==> config.mk <==
export PLATFORM = sky130hd
export DESIGN_NAME = booth_mul_arbiter
export DESIGN_NICKNAME = d
export VERILOG_FILES = /design/src/rtl/booth_mul_arbiter.sv
export SDC_FILE = /design/constraint.sdc
export NUM_CORES = 1
export LEC_CHECK = 0
export ABC_AREA = 1
export CORE_AREA = 2 2 163 101
export CTS_CLUSTER_SIZE = 8
export DETAILED_ROUTE_END_ITERATION = 12
export DIE_AREA = 0 0 165 103
export PLACE_DENSITY = 0.52
export SETUP_SLACK_MARGIN = 0.1
export SYNTH_ARGS = -nofsm -noshare
export SYNTH_HDL_FRONTEND = slang
export SYNTH_SLANG_ARGS = --single-unit
==> constraint.sdc <==
create_clock -name clk -period 4 [get_ports clk]
set_input_delay 0.6 -clock clk [delete_from_list [all_inputs] [get_ports clk]]
set_output_delay 0.6 -clock clk [all_outputs]
set_load 0.02 [all_outputs]
==> src/rtl/booth_mul_arbiter.sv <==
// booth_mul_arbiter
//   Shares one combinational radix-4 Booth multiplier (8x8 signed, 16-bit
//   product) among NREQ requesters. Requests are granted in round-robin order,
//   and each side uses a valid/ready handshake. The operands are registered
//   before the multiplier and the product is registered after it, so the
//   multiplier's combinational path never reaches a port.
//
// Ports
//   clk           single clock, rising edge
//   rst           synchronous, active-high reset
//   req_valid     [NREQ]    per-requester request valid
//   req_ready     [NREQ]    one-hot accept (all zero outside IDLE or in reset)
//   req_a/req_b   [8*NREQ]  flattened operands, requester i at [8i+7:8i]
//   resp_valid    response valid, held until resp_ready
//   resp_ready    response consumer ready
//   resp_id       [ID_W]    requester that owns the response
//   resp_product  [16]      signed product
//   busy          high whenever the FSM is not in IDLE
//
// Optional feature (macro BOOTH_ARB_ZERO_BYPASS_EN)
//   When the macro is defined, a request with a zero operand skips the MUL
//   state and responds with a product of 0 after 1 cycle. The operand
//   registers are left untouched. The results are the same either way; only
//   the latency changes.

// Combinational radix-4 Booth multiplier, signed 8x8 -> 16.
module boothmul (
  input  logic [7:0]  a,
  input  logic [7:0]  b,
  output logic [15:0] p
);

  // Multiplier with the implicit b[-1] = 0 appended below the LSB.
  logic [8:0]  bx;
  logic [15:0] a16;
  logic [15:0] pp [4];

  assign bx  = {b, 1'b0};
  assign a16 = {{8{a[7]}}, a};

  // One Booth digit in {-2,-1,0,+1,+2} per overlapping bit triplet.
  function automatic logic [15:0] booth_pp(input logic [15:0] m, input logic [2:0] t);
    case (t)
      3'b001, 3'b010: return m;
      3'b011:         return m << 1;
      3'b100:         return -(m << 1);
      3'b101, 3'b110: return -m;
      default:        return 16'h0000;
    endcase
  endfunction

  for (genvar gi = 0; gi < 4; gi++) begin : g_pp
    assign pp[gi] = booth_pp(a16, bx[2*gi+2 -: 3]) << (2*gi);
  end

  assign p = pp[0] + pp[1] + pp[2] + pp[3];

endmodule

module booth_mul_arbiter #(
  parameter int NREQ = 4,
  parameter int ID_W = 2
) (
  input  logic              clk,
  input  logic              rst,
  input  logic [NREQ-1:0]   req_valid,
  output logic [NREQ-1:0]   req_ready,
  input  logic [8*NREQ-1:0] req_a,
  input  logic [8*NREQ-1:0] req_b,
  output logic              resp_valid,
  input  logic              resp_ready,
  output logic [ID_W-1:0]   resp_id,
  output logic [15:0]       resp_product,
  output logic              busy
);

  if (ID_W != $clog2(NREQ)) begin : g_bad_id_w
    $error("ID_W must equal clog2(NREQ)");
  end

  typedef enum logic [1:0] {IDLE, MUL, RESP} state_t;

  state_t          state_reg;
  logic [7:0]      op_a_reg;
  logic [7:0]      op_b_reg;
  logic [ID_W-1:0] id_reg;
  logic [ID_W-1:0] last_grant_reg;
  logic            resp_valid_reg;
  logic [ID_W-1:0] resp_id_reg;
  logic [15:0]     resp_product_reg;

  logic [ID_W-1:0] winner;
  logic            win_found;
  logic            grant_en;
  logic [7:0]      win_a;
  logic [7:0]      win_b;
  logic [15:0]     product;
  logic [7:0]      a_lane [NREQ];
  logic [7:0]      b_lane [NREQ];

  // Unpack the flattened operand buses into per-requester lanes.
  for (genvar gi = 0; gi < NREQ; gi++) begin : g_lane
    assign a_lane[gi] = req_a[8*gi +: 8];
    assign b_lane[gi] = req_b[8*gi +: 8];
  end

  // Round-robin search: start just after the last grant and wrap around.
  // This works for any NREQ, including values that are not powers of two.
  always_comb begin
    int idx;
    idx       = 0;
    winner    = '0;
    win_found = 1'b0;
    for (int k = 1; k <= NREQ; k++) begin
      idx = int'(last_grant_reg) + k;
      if (idx >= NREQ) idx = idx - NREQ;
      if (!win_found && req_valid[idx]) begin
        win_found = 1'b1;
        winner    = idx[ID_W-1:0];
      end
    end
  end

  assign win_a    = a_lane[winner];
  assign win_b    = b_lane[winner];
  assign grant_en = (state_reg == IDLE) && !rst && win_found;

  for (genvar gi = 0; gi < NREQ; gi++) begin : g_ready
    assign req_ready[gi] = grant_en && (winner == ID_W'(gi));
  end

  boothmul u_mul (
    .a (op_a_reg),
    .b (op_b_reg),
    .p (product)
  );

  always_ff @(posedge clk) begin
    if (rst) begin
      state_reg        <= IDLE;
      op_a_reg         <= '0;
      op_b_reg         <= '0;
      id_reg           <= '0;
      last_grant_reg   <= ID_W'(NREQ - 1);
      resp_valid_reg   <= 1'b0;
      resp_id_reg      <= '0;
      resp_product_reg <= '0;
    end else begin
      case (state_reg)
        IDLE: begin
          if (win_found) begin
            last_grant_reg <= winner;
`ifdef BOOTH_ARB_ZERO_BYPASS_EN
            if (win_a == 8'h00 || win_b == 8'h00) begin
              // A zero operand has a known product, so the multiplier is skipped.
              resp_product_reg <= 16'h0000;
              resp_id_reg      <= winner;
              resp_valid_reg   <= 1'b1;
              state_reg        <= RESP;
            end else begin
              op_a_reg  <= win_a;
              op_b_reg  <= win_b;
              id_reg    <= winner;
              state_reg <= MUL;
            end
`else
            op_a_reg  <= win_a;
            op_b_reg  <= win_b;
            id_reg    <= winner;
            state_reg <= MUL;
`endif
          end
        end
        MUL: begin
          resp_product_reg <= product;
          resp_id_reg      <= id_reg;
          resp_valid_reg   <= 1'b1;
          state_reg        <= RESP;
        end
        RESP: begin
          if (resp_ready) begin
            resp_valid_reg <= 1'b0;
            state_reg      <= IDLE;
          end
        end
        default: state_reg <= IDLE;
      endcase
    end
  end

  assign resp_valid   = resp_valid_reg;
  assign resp_id      = resp_id_reg;
  assign resp_product = resp_product_reg;
  assign busy         = (state_reg != IDLE);

endmodule
==> flow_results.org, run 1 <==
** Synthesis
- Counting every net in the synthesized netlist gives between 800 and 900.
- After synthesis, the share of flip-flops with an asynchronous set or reset is 0%.
- After synthesis, the largest family of logic cells by area is simple AND/OR/NAND/NOR gates.
- The Yosys step of the flow raised 0 warnings.
- Summing the sequential cell areas from Yosys gives between 10% and 20% of the chip area.
- Synthesis produced ~750 cells.
- The synthesized netlist devotes 17.4% of its cell area to compound gates.
- The share of synthesized area in the top cell type comes to between 15 and 20%.
- In this run, synthesis produced a sequential element count of 41.
- In this run the mean area of a mapped cell was just over 6 µm².
- The largest total area in the synthesized netlist belongs to sky130_fd_sc_hd__dfxtp_1.
- Count of flip-flops with a built-in enable after synthesis :: 0
- In this run, distinct cell masters in the synthesized netlist total 36.
- Simple-gate portion of the synthesized area :: 34.4%
- Largest cells by area after synthesis :: sky130_fd_sc_hd__dfxtp_1, sky130_fd_sc_hd__nand2_1, sky130_fd_sc_hd__inv_1
- In the synthesized netlist, mux cells make up 0% of the area.
- Adder and majority gate portion of the synthesized area :: 14.1%
- The synthesized netlist devotes around 2.3% of its cell area to XOR and XNOR gates.
- Mapped cell area :: between 0.004 and 0.005 mm²
- Flip-flop cell with the highest count after synthesis :: sky130_fd_sc_hd__dfxtp_1

** Setup path
- Data on the critical path is required at its endpoint by 4.19 ns.
- Along the worst path, the maximum fanout reaches 3.
- Kind of capture point of the worst setup path :: register
- At the worst endpoint, the arrival time is between 3 and 4 ns.
- Length in cells of the worst reg-to-reg path :: 22
- WS Path Type :: reg2reg
- STA classifies the critical path startpoint as a register.

** Worst hold path
- In this run the worst hold path is classified as reg2reg.
- Hold Path Depth :: 2

** Placement
- After detailed placement, the design holds a cell count of approximately 1,100.
- At the placement stage, the worst setup path has a slack of -0.218 ns.
- Port buffering added 94 buffers.
- Routability cong. :: around 0.94
- Once detailed placement completed, the half-perimeter wirelength came to ~12 mm.

** Global route
- The via count of the first global-routing pass was a little over 5,000.
- Antenna violations before repair :: 0
- Entering global routing, the biggest net connects 33 pins.
- Grt total ovfl :: 0
- The first global-routing pass estimated 25.1 mm of wire.
- Global routing used between 10% and 20% of the available tracks across all layers.

** STA
- Setup repair after global routing could not meet its margin everywhere.
- Static timing analysis puts the maximum clock frequency at 264 MHz.
- In this run the tightest slew margin relative to its limit is roughly 50%.
- At the pin with the least slew margin, the transition time is 0.726 ns.
- Fin Clk Skew :: between 0.006 and 0.007 ns
- Final setup margin :: ~0.22 ns
- Number of max-slew violations in the final report :: 0
- Minimum clock period after layout :: about 3.8 ns
- Hold timing on the final database bottoms out at a slack of 0.461 ns.
- Final-report setup violation count :: 0
- The final critical path takes up a little over nine tenths of the cycle.
- The number of hold violations in the final report was 0.

** Drt
- Initial DRC Count :: 407
- Number of routed nets with antenna violations :: 0
- Detailed routing inserted a total of 5,311 vias.
- Routed length per instance :: 13.8 µm
- Total routed wirelength :: 15.5 mm
- Detailed Routing Iterations Pass 1 :: 5
- Using the TritonRoute via totals, the vias-per-cell ratio works out to about 4.7.
- After detailed routing, the number of remaining DRC violations is 0.

** CTS
- Clock root buffer :: sky130_fd_sc_hd__clkbuf_16
- CTS saw 41 sinks.
- CTS built an H-tree with a depth of 2.
- Total clock buffers created by CTS :: 5
- Clock-pin slew was measured on the worst setup and hold paths at about 0.06 ns.
- TritonCTS built the clock tree.
- Latest clock arrival within the worst-skew pair :: around 0.29 ns
- No sink is reached through more buffers than the 2 on the longest clock path.

** Finish
- Max reg flops :: 16
- For this run, the post-layout net count is 1,019.
- The repair_antennas step left the layout with diodes totalling 0.
- After filler insertion, the fill cell instance count of the layout stands at 1,645.
- Layout Cells excl Fill :: 1,119
- Layout-stage area growth over the synthesis result :: 49.8%
- Cells with a size suffix above 1 make up between 20% and 30% of the layout.
- Share of the core filled with cells in the final layout :: a little over two fifths
- The sequential cells in the finished layout cover a total of 822 µm².
- In the final layout, the multi-input gates occupy 0.00352 mm².

** Floorplanning
- In this run the vertical extent of the chip is between 100 and 150 µm.
- The die covers between 0.015 and 0.02 mm².
- Area of the core :: between 0.015 and 0.02 mm²
- Top Ports :: 95
- Initial cell density of the core :: 29.1%
- Width of the chip :: 165 µm
- In this run the core area contains 36 standard-cell rows.

** Outcome
- The run finished with clean final reports.

** Job
- Max-cap violations in this run came to 0.
==> repair_timing <==
item | 4_1_cts | 5_1_grt
setup endpoints to repair | 8 | 9
gates cloned | 0 | 0
gates resized for setup | 26 | 94
pin swaps | 2 | 36
setup buffers | 0 | 12
hold buffers | 0 | 0
==> cell families after synthesis <==
group                    after synthesis
adder cells (fa/ha/maj)               39
buffers and inverters                153
flip-flops                            41
AND/OR/NAND/NOR                      376
AO/OA/AOI/OAI                        133
XOR/XNOR                              12
==> stage by stage <==
stage / instance area, µm² / TNS (ns)
after floorplan: 4570 / 0
after global placement: 6140 / -0.136
after detailed placement: 6140 / -0.721
after CTS: 6400 / 0
after global routing: 6840 / 0
final: 6840 / 0
==> placed cells by master, fill, tap and decap left out, drive strengths merged <==
| cell | count |
|---|---|
| inv | 128 |
| a21oi | 42 |
| nand3 | 80 |
| nor2 | 71 |
| nand2 | 215 |
| a221oi | 3 |
| ha | 18 |
| a31oi | 2 |
| clkbuf | 5 |
| o21ai | 42 |
| xnor2 | 3 |
| o221ai | 11 |
| o31ai | 1 |
| a211oi | 5 |
| fa | 21 |
| clkdlybuf4s50 | 94 |
| buf | 79 |
| nand4 | 2 |
| o21bai | 1 |
| a22oi | 5 |
| dfxtp | 41 |
| o22ai | 10 |
| bufinv | 2 |
| nor4 | 1 |
| nor3 | 7 |
| xor2 | 9 |
| o211ai | 8 |
| clkinv | 1 |
| a21o | 1 |
| o2111ai | 2 |
==> layout make-up <==
type	instances	area share (%)
timing repair buffer	173	22.7
clock buffer	5	1.83
sequential	41	12.0
clock inverter	3	1.01
tap	209	3.82
inverter	128	7.13
multi-input combinational	560	51.5
==> routing by layer <==
| layer | up-vias | track usage [%] | share of wire (%) |
|---|---|---|---|
| met5 | - | 0 | 0 |
| met4 | 0 | 2.34 | 0.46 |
| met3 | 10 | 4.02 | 6.6 |
| met2 | 157 | 26.5 | 40 |
| met1 | 2391 | 28.1 | 53 |
| li1 | 2753 | - | - |
==> critical path: stages (launching register included) <==
cell	delay, ns
sky130_fd_sc_hd__dfxtp_2	0.34
sky130_fd_sc_hd__inv_2	0.06
sky130_fd_sc_hd__buf_6	0.12
sky130_fd_sc_hd__nand2_4	0.07
sky130_fd_sc_hd__buf_6	0.11
sky130_fd_sc_hd__o21ai_1	0.05
sky130_fd_sc_hd__nand2_1	0.14
sky130_fd_sc_hd__inv_2	0.08
sky130_fd_sc_hd__a221oi_2	0.29
sky130_fd_sc_hd__o21ai_1	0.12
sky130_fd_sc_hd__fa_1	0.52
sky130_fd_sc_hd__inv_2	0.05
sky130_fd_sc_hd__fa_1	0.52
sky130_fd_sc_hd__inv_2	0.05
sky130_fd_sc_hd__ha_4	0.28
sky130_fd_sc_hd__inv_4	0.04
sky130_fd_sc_hd__buf_4	0.12
sky130_fd_sc_hd__buf_4	0.13
sky130_fd_sc_hd__o21ai_0	0.17
sky130_fd_sc_hd__a21oi_1	0.10
sky130_fd_sc_hd__xor2_1	0.14
sky130_fd_sc_hd__o21ai_1	0.11
sky130_fd_sc_hd__inv_1	0.05
==> synth_stat cells (3+ instances only) <==
| master | instances |
|---|---|
| sky130_fd_sc_hd__nand2_1 | 209 |
| sky130_fd_sc_hd__inv_1 | 123 |
| sky130_fd_sc_hd__nand3_1 | 79 |
| sky130_fd_sc_hd__nor2_1 | 65 |
| sky130_fd_sc_hd__a21oi_1 | 42 |
| sky130_fd_sc_hd__dfxtp_1 | 41 |
| sky130_fd_sc_hd__o21ai_0 | 41 |
| sky130_fd_sc_hd__fa_1 | 21 |
| sky130_fd_sc_hd__ha_1 | 18 |
| sky130_fd_sc_hd__o221ai_1 | 11 |
| sky130_fd_sc_hd__o22ai_1 | 10 |
| sky130_fd_sc_hd__buf_2 | 9 |
| sky130_fd_sc_hd__xor2_1 | 9 |
| sky130_fd_sc_hd__clkbuf_1 | 8 |
| sky130_fd_sc_hd__o211ai_1 | 8 |
| sky130_fd_sc_hd__nor3_1 | 7 |
| sky130_fd_sc_hd__nor2_2 | 6 |
| sky130_fd_sc_hd__a211oi_1 | 5 |
| sky130_fd_sc_hd__a22oi_1 | 5 |
| sky130_fd_sc_hd__buf_4 | 4 |
| sky130_fd_sc_hd__buf_6 | 4 |
| sky130_fd_sc_hd__nand2_2 | 4 |
| sky130_fd_sc_hd__a221oi_1 | 3 |
| sky130_fd_sc_hd__inv_2 | 3 |
| sky130_fd_sc_hd__xnor2_1 | 3 |
==> worst paths after layout <==
kind	start	slack [ns]	endpoint
max	op_a_reg[0]	0.22	resp_product[12]
min	id_reg[0]	0.46	id_reg[0]
max reg2reg	op_a_reg[0]	0.22	resp_product[12]
min reg2reg	id_reg[0]	0.46	id_reg[0]
Power of run 1 is not shown: default switching activity piles up to over one toggle a cycle in this logic, so the estimate is an artifact.
==> run 2: changes to the inputs <==
--- a/config.mk
+++ b/config.mk
@@ -6,6 +6,7 @@
 export NUM_CORES = 1
 export LEC_CHECK = 0
 export ABC_AREA = 1
+export ABC_CLOCK_PERIOD_IN_PS = 4000
 export CORE_AREA = 2 2 163 101
 export CTS_CLUSTER_SIZE = 8
 export DETAILED_ROUTE_END_ITERATION = 12
==> results of run 2 <==
No change in the layout: final DEF, timing and power equal those of run 1.
Power of run 2 is left out for the same reason.
==> run 3: changes to the inputs <==
--- a/config.mk
+++ b/config.mk
@@ -6,12 +6,13 @@
 export NUM_CORES = 1
 export LEC_CHECK = 0
 export ABC_AREA = 1
-export ABC_CLOCK_PERIOD_IN_PS = 4000
+export ABC_CLOCK_PERIOD_IN_PS = 3600
 export CORE_AREA = 2 2 163 101
+export CTS_BUF_LIST = sky130_fd_sc_hd__clkbuf_16
 export CTS_CLUSTER_SIZE = 8
 export DETAILED_ROUTE_END_ITERATION = 12
 export DIE_AREA = 0 0 165 103
-export PLACE_DENSITY = 0.52
+export PLACE_DENSITY = 0.5
 export SETUP_SLACK_MARGIN = 0.1
 export SYNTH_ARGS = -nofsm -noshare
 export SYNTH_HDL_FRONTEND = slang
==> constraint.sdc (replaced) <==
create_clock -name clk -period 3.6 [get_ports clk]
set_input_delay 0.54 -clock clk [delete_from_list [all_inputs] [get_ports clk]]
set_output_delay 0.54 -clock clk [all_outputs]
set_load 0.02 [all_outputs]
==> run 3 against run 2 <==
Against the previous run: highest routed layer unchanged; utilization is 1.9 points higher; wire length is 12% higher; via count is 3.8% higher; non-clock buffer count is 35 higher; hold slack better by 0.0090 ns; cell count is 3.1% higher; sequential cell count stayed put; setup slack worse by 0.53 ns; the run now ends with negative setup slack left.
==> flow_results.org, run 3 (synthesis results as in run 1) <==
** STA
- Top achievable clock speed :: between 200 and 300 MHz
- On the final layout, the worst hold slack is roughly 0.47 ns.
- For the pin with the worst max-slew slack, the measured transition is 0.720 ns.
- Final-report setup violation count :: 9
- Setup repair after global routing could not meet its margin everywhere.
- The number of hold violations in the final report is 0.
- Minimum clock period after layout :: about 4 ns
- Fin Clk Skew :: 0.00625 ns
- Final setup margin :: -0.314 ns
- The count of pins over their slew limit is 0.
- In the finished design, the share of the clock period the worst path needs comes to 109%.
- Measured against its own limit, the worst slew margin works out to 51.9%.

** CTS
- The tree is rooted in a sky130_fd_sc_hd__clkbuf_16.
- Counting every sink on the clock net gives 41.
- CTS tree :: built
- Clock-pin slew was measured on the worst setup and hold paths at about 0.07 ns.
- The number of clock buffers added by TritonCTS is 5.
- The number of hold buffers added after CTS was 0.
- Maximum number of buffers from clock root to sink :: 2
- Clock latency on the worst-skew pair, taken at its later pin, is approximately 0.3 ns.
- H-tree depth :: 2

** Finish
- The post-route netlist has a little under a quarter of its cells at a drive strength greater than 1.
- The filler cells instantiated in the layout total about 1,600.
- In the final layout, the multi-input gates occupy around 0.0036 mm².
- The number of antenna diodes in the final layout is 0.
- At the end of the flow the core is filled with cells to between 40% and 50%.
- Layout-stage area growth over the synthesis result :: 56.3%
- Nets@finish :: ~1,100
- The sequential cells in the finished layout cover a total of between 800 and 900 µm².
- The library cell used most frequently in the layout, excluding fill and tap cells, is sky130_fd_sc_hd__nand2_1.
- Most used cells in the layout excluding fill and tap cells :: sky130_fd_sc_hd__nand2_1, sky130_fd_sc_hd__buf_4, sky130_fd_sc_hd__inv_1, sky130_fd_sc_hd__clkdlybuf4s50_1, sky130_fd_sc_hd__nand3_1
- The register with the most flip-flops in the layout has 16 of them.

** Global route
- Wire length of the first global-routing pass :: between 20 and 30 mm
- Entering global routing, the biggest net connects 34 pins.
- In the global route stage, overall resource usage came out at a little over a fifth.
- Grt total ovfl :: 0
- Antenna violations before repair :: 0
- The via count of the first global-routing pass is ~5,300.

** Placement
- Routability-driven placement finished with a final weighted congestion of 0.876.
- Half-perimeter wire length of the detailed placement result :: 13.9 mm
- Input and output buffers added on the ports amount to 94.

** Setup path
- WS Path Type :: reg2reg
- Kind of capture point of the worst setup path :: register
- Largest fanout on the critical path :: 6
- Kind of start point of the critical path :: register
- CP Data Required Time :: roughly 3.8 ns
- Arrival time of the worst setup path :: around 4.2 ns

** Outcome
- Violated checks :: negative setup slack
- Outcome :: finished, violations left

** Floorplanning
- During I/O placement, the number of pins put on the boundary was 95.
- The floorplan step set the die width to between 150 and 200 µm.
- Area of the core :: 0.0157 mm²
- The floorplan step defined a die boundary enclosing 0.0170 mm².
- From bottom edge to top edge, the die measures slightly above 100 µm.
- In this run the core area contains 36 standard-cell rows.
- Initial cell density of the core :: between 20 and 30%

** Drt
- For this block, the routed nets add up to between 15 and 20 mm of wire.
- Vias :: 5,514
- Dividing the detail-routed via count by the number of cells gives approximately 4.8.
- Routed length per instance :: ~15 µm
- Initial DRC Count :: about 360
- Number of routed nets with antenna violations :: 0
- In the routed design, unresolved DRC markers number 0.
- Before antenna repair, the detailed router went through 5 iterations.

** Worst hold path
- Hold WC Path Type :: reg2reg

** Job
- Across the run, the number of max-cap violations was 0.
## run 3: changes by cell type in the layout (fill, tap and decap cells not counted), moves of 3 or more
cell | before | now
sky130_fd_sc_hd__dfxtp_1 | 40 | 37
sky130_fd_sc_hd__inv_2 | 22 | 13
sky130_fd_sc_hd__buf_4 | 74 | 111
sky130_fd_sc_hd__o21ai_1 | 10 | 6
sky130_fd_sc_hd__nor2_4 | 4 | 7
sky130_fd_sc_hd__inv_1 | 102 | 107
## run 3: cell type report
class                   count  share of cell area (%)
well taps                 209                    3.66
clock inverters             3                   0.298
clock buffers               5                    1.75
multi-input cells         560                    50.2
flip-flops and latches     41                    11.6
inverters                 128                    7.11
repair buffers            208                    25.4
## run 3: timing repair
action                                  CTS  global route
gates resized for setup                  28            53
setup buffers                             3            10
gates cloned                              0             0
endpoints found under the setup margin    9            12
pin swaps                                30            46
## run 3: routing by layer
layer,vias up,track usage (%),wire length [µm]
met5,-,0,0
li1,2814,-,-
met2,143,30.5,6810
met1,2547,32.6,9440
met4,0,2.07,80
met3,10,3.66,954
## run 3: stage by stage
| stage | worst slack [ns] | instances | area (µm²) | setup TNS, ns |
|---|---|---|---|---|
| after CTS | -0.253 | 1144 | 6850 | -1.85 |
| final | -0.314 | 1154 | 7140 | -1.87 |
| after floorplan | 0.0974 | 754 | 4770 | 0 |
| after global placement | -0.327 | 1133 | 6580 | -1.90 |
| after global routing | -0.551 | 1154 | 7140 | -3.84 |
| after detailed placement | -0.326 | 1133 | 6580 | -1.79 |
## run 3: worst paths after layout
| kind | slack, ns | to | start | cells after the start |
|---|---|---|---|---|
| worst min-delay path | 0.47 | id_reg[1] | id_reg[1] | 2 |
| worst max register to register | -0.31 | resp_product[14] | op_a_reg[0] | 22 |
| worst max-delay path | -0.31 | resp_product[14] | op_a_reg[0] | 22 |
| worst min register to register | 0.47 | id_reg[1] | id_reg[1] | 2 |
## run 3: worst max-delay path, cell delays in order, from the launching register on
cell and delay (ns):
sky130_fd_sc_hd__dfxtp_4 0.36, sky130_fd_sc_hd__inv_6 0.08, sky130_fd_sc_hd__ha_4 0.13, sky130_fd_sc_hd__inv_2 0.04, sky130_fd_sc_hd__nor2_4 0.15, sky130_fd_sc_hd__inv_4 0.07
sky130_fd_sc_hd__buf_4 0.14, sky130_fd_sc_hd__o31ai_4 0.21, sky130_fd_sc_hd__nand2_4 0.10, sky130_fd_sc_hd__inv_8 0.09, sky130_fd_sc_hd__a221oi_2 0.07, sky130_fd_sc_hd__fa_1 0.54
sky130_fd_sc_hd__fa_1 0.55, sky130_fd_sc_hd__inv_1 0.08, sky130_fd_sc_hd__ha_4 0.27, sky130_fd_sc_hd__inv_2 0.06, sky130_fd_sc_hd__nor4_4 0.34, sky130_fd_sc_hd__nand3_2 0.14
sky130_fd_sc_hd__nand3_1 0.11, sky130_fd_sc_hd__nand2_1 0.07, sky130_fd_sc_hd__nand3_2 0.09, sky130_fd_sc_hd__o211ai_1 0.10, sky130_fd_sc_hd__inv_1 0.07
Power of run 3 is left out for the same reason.
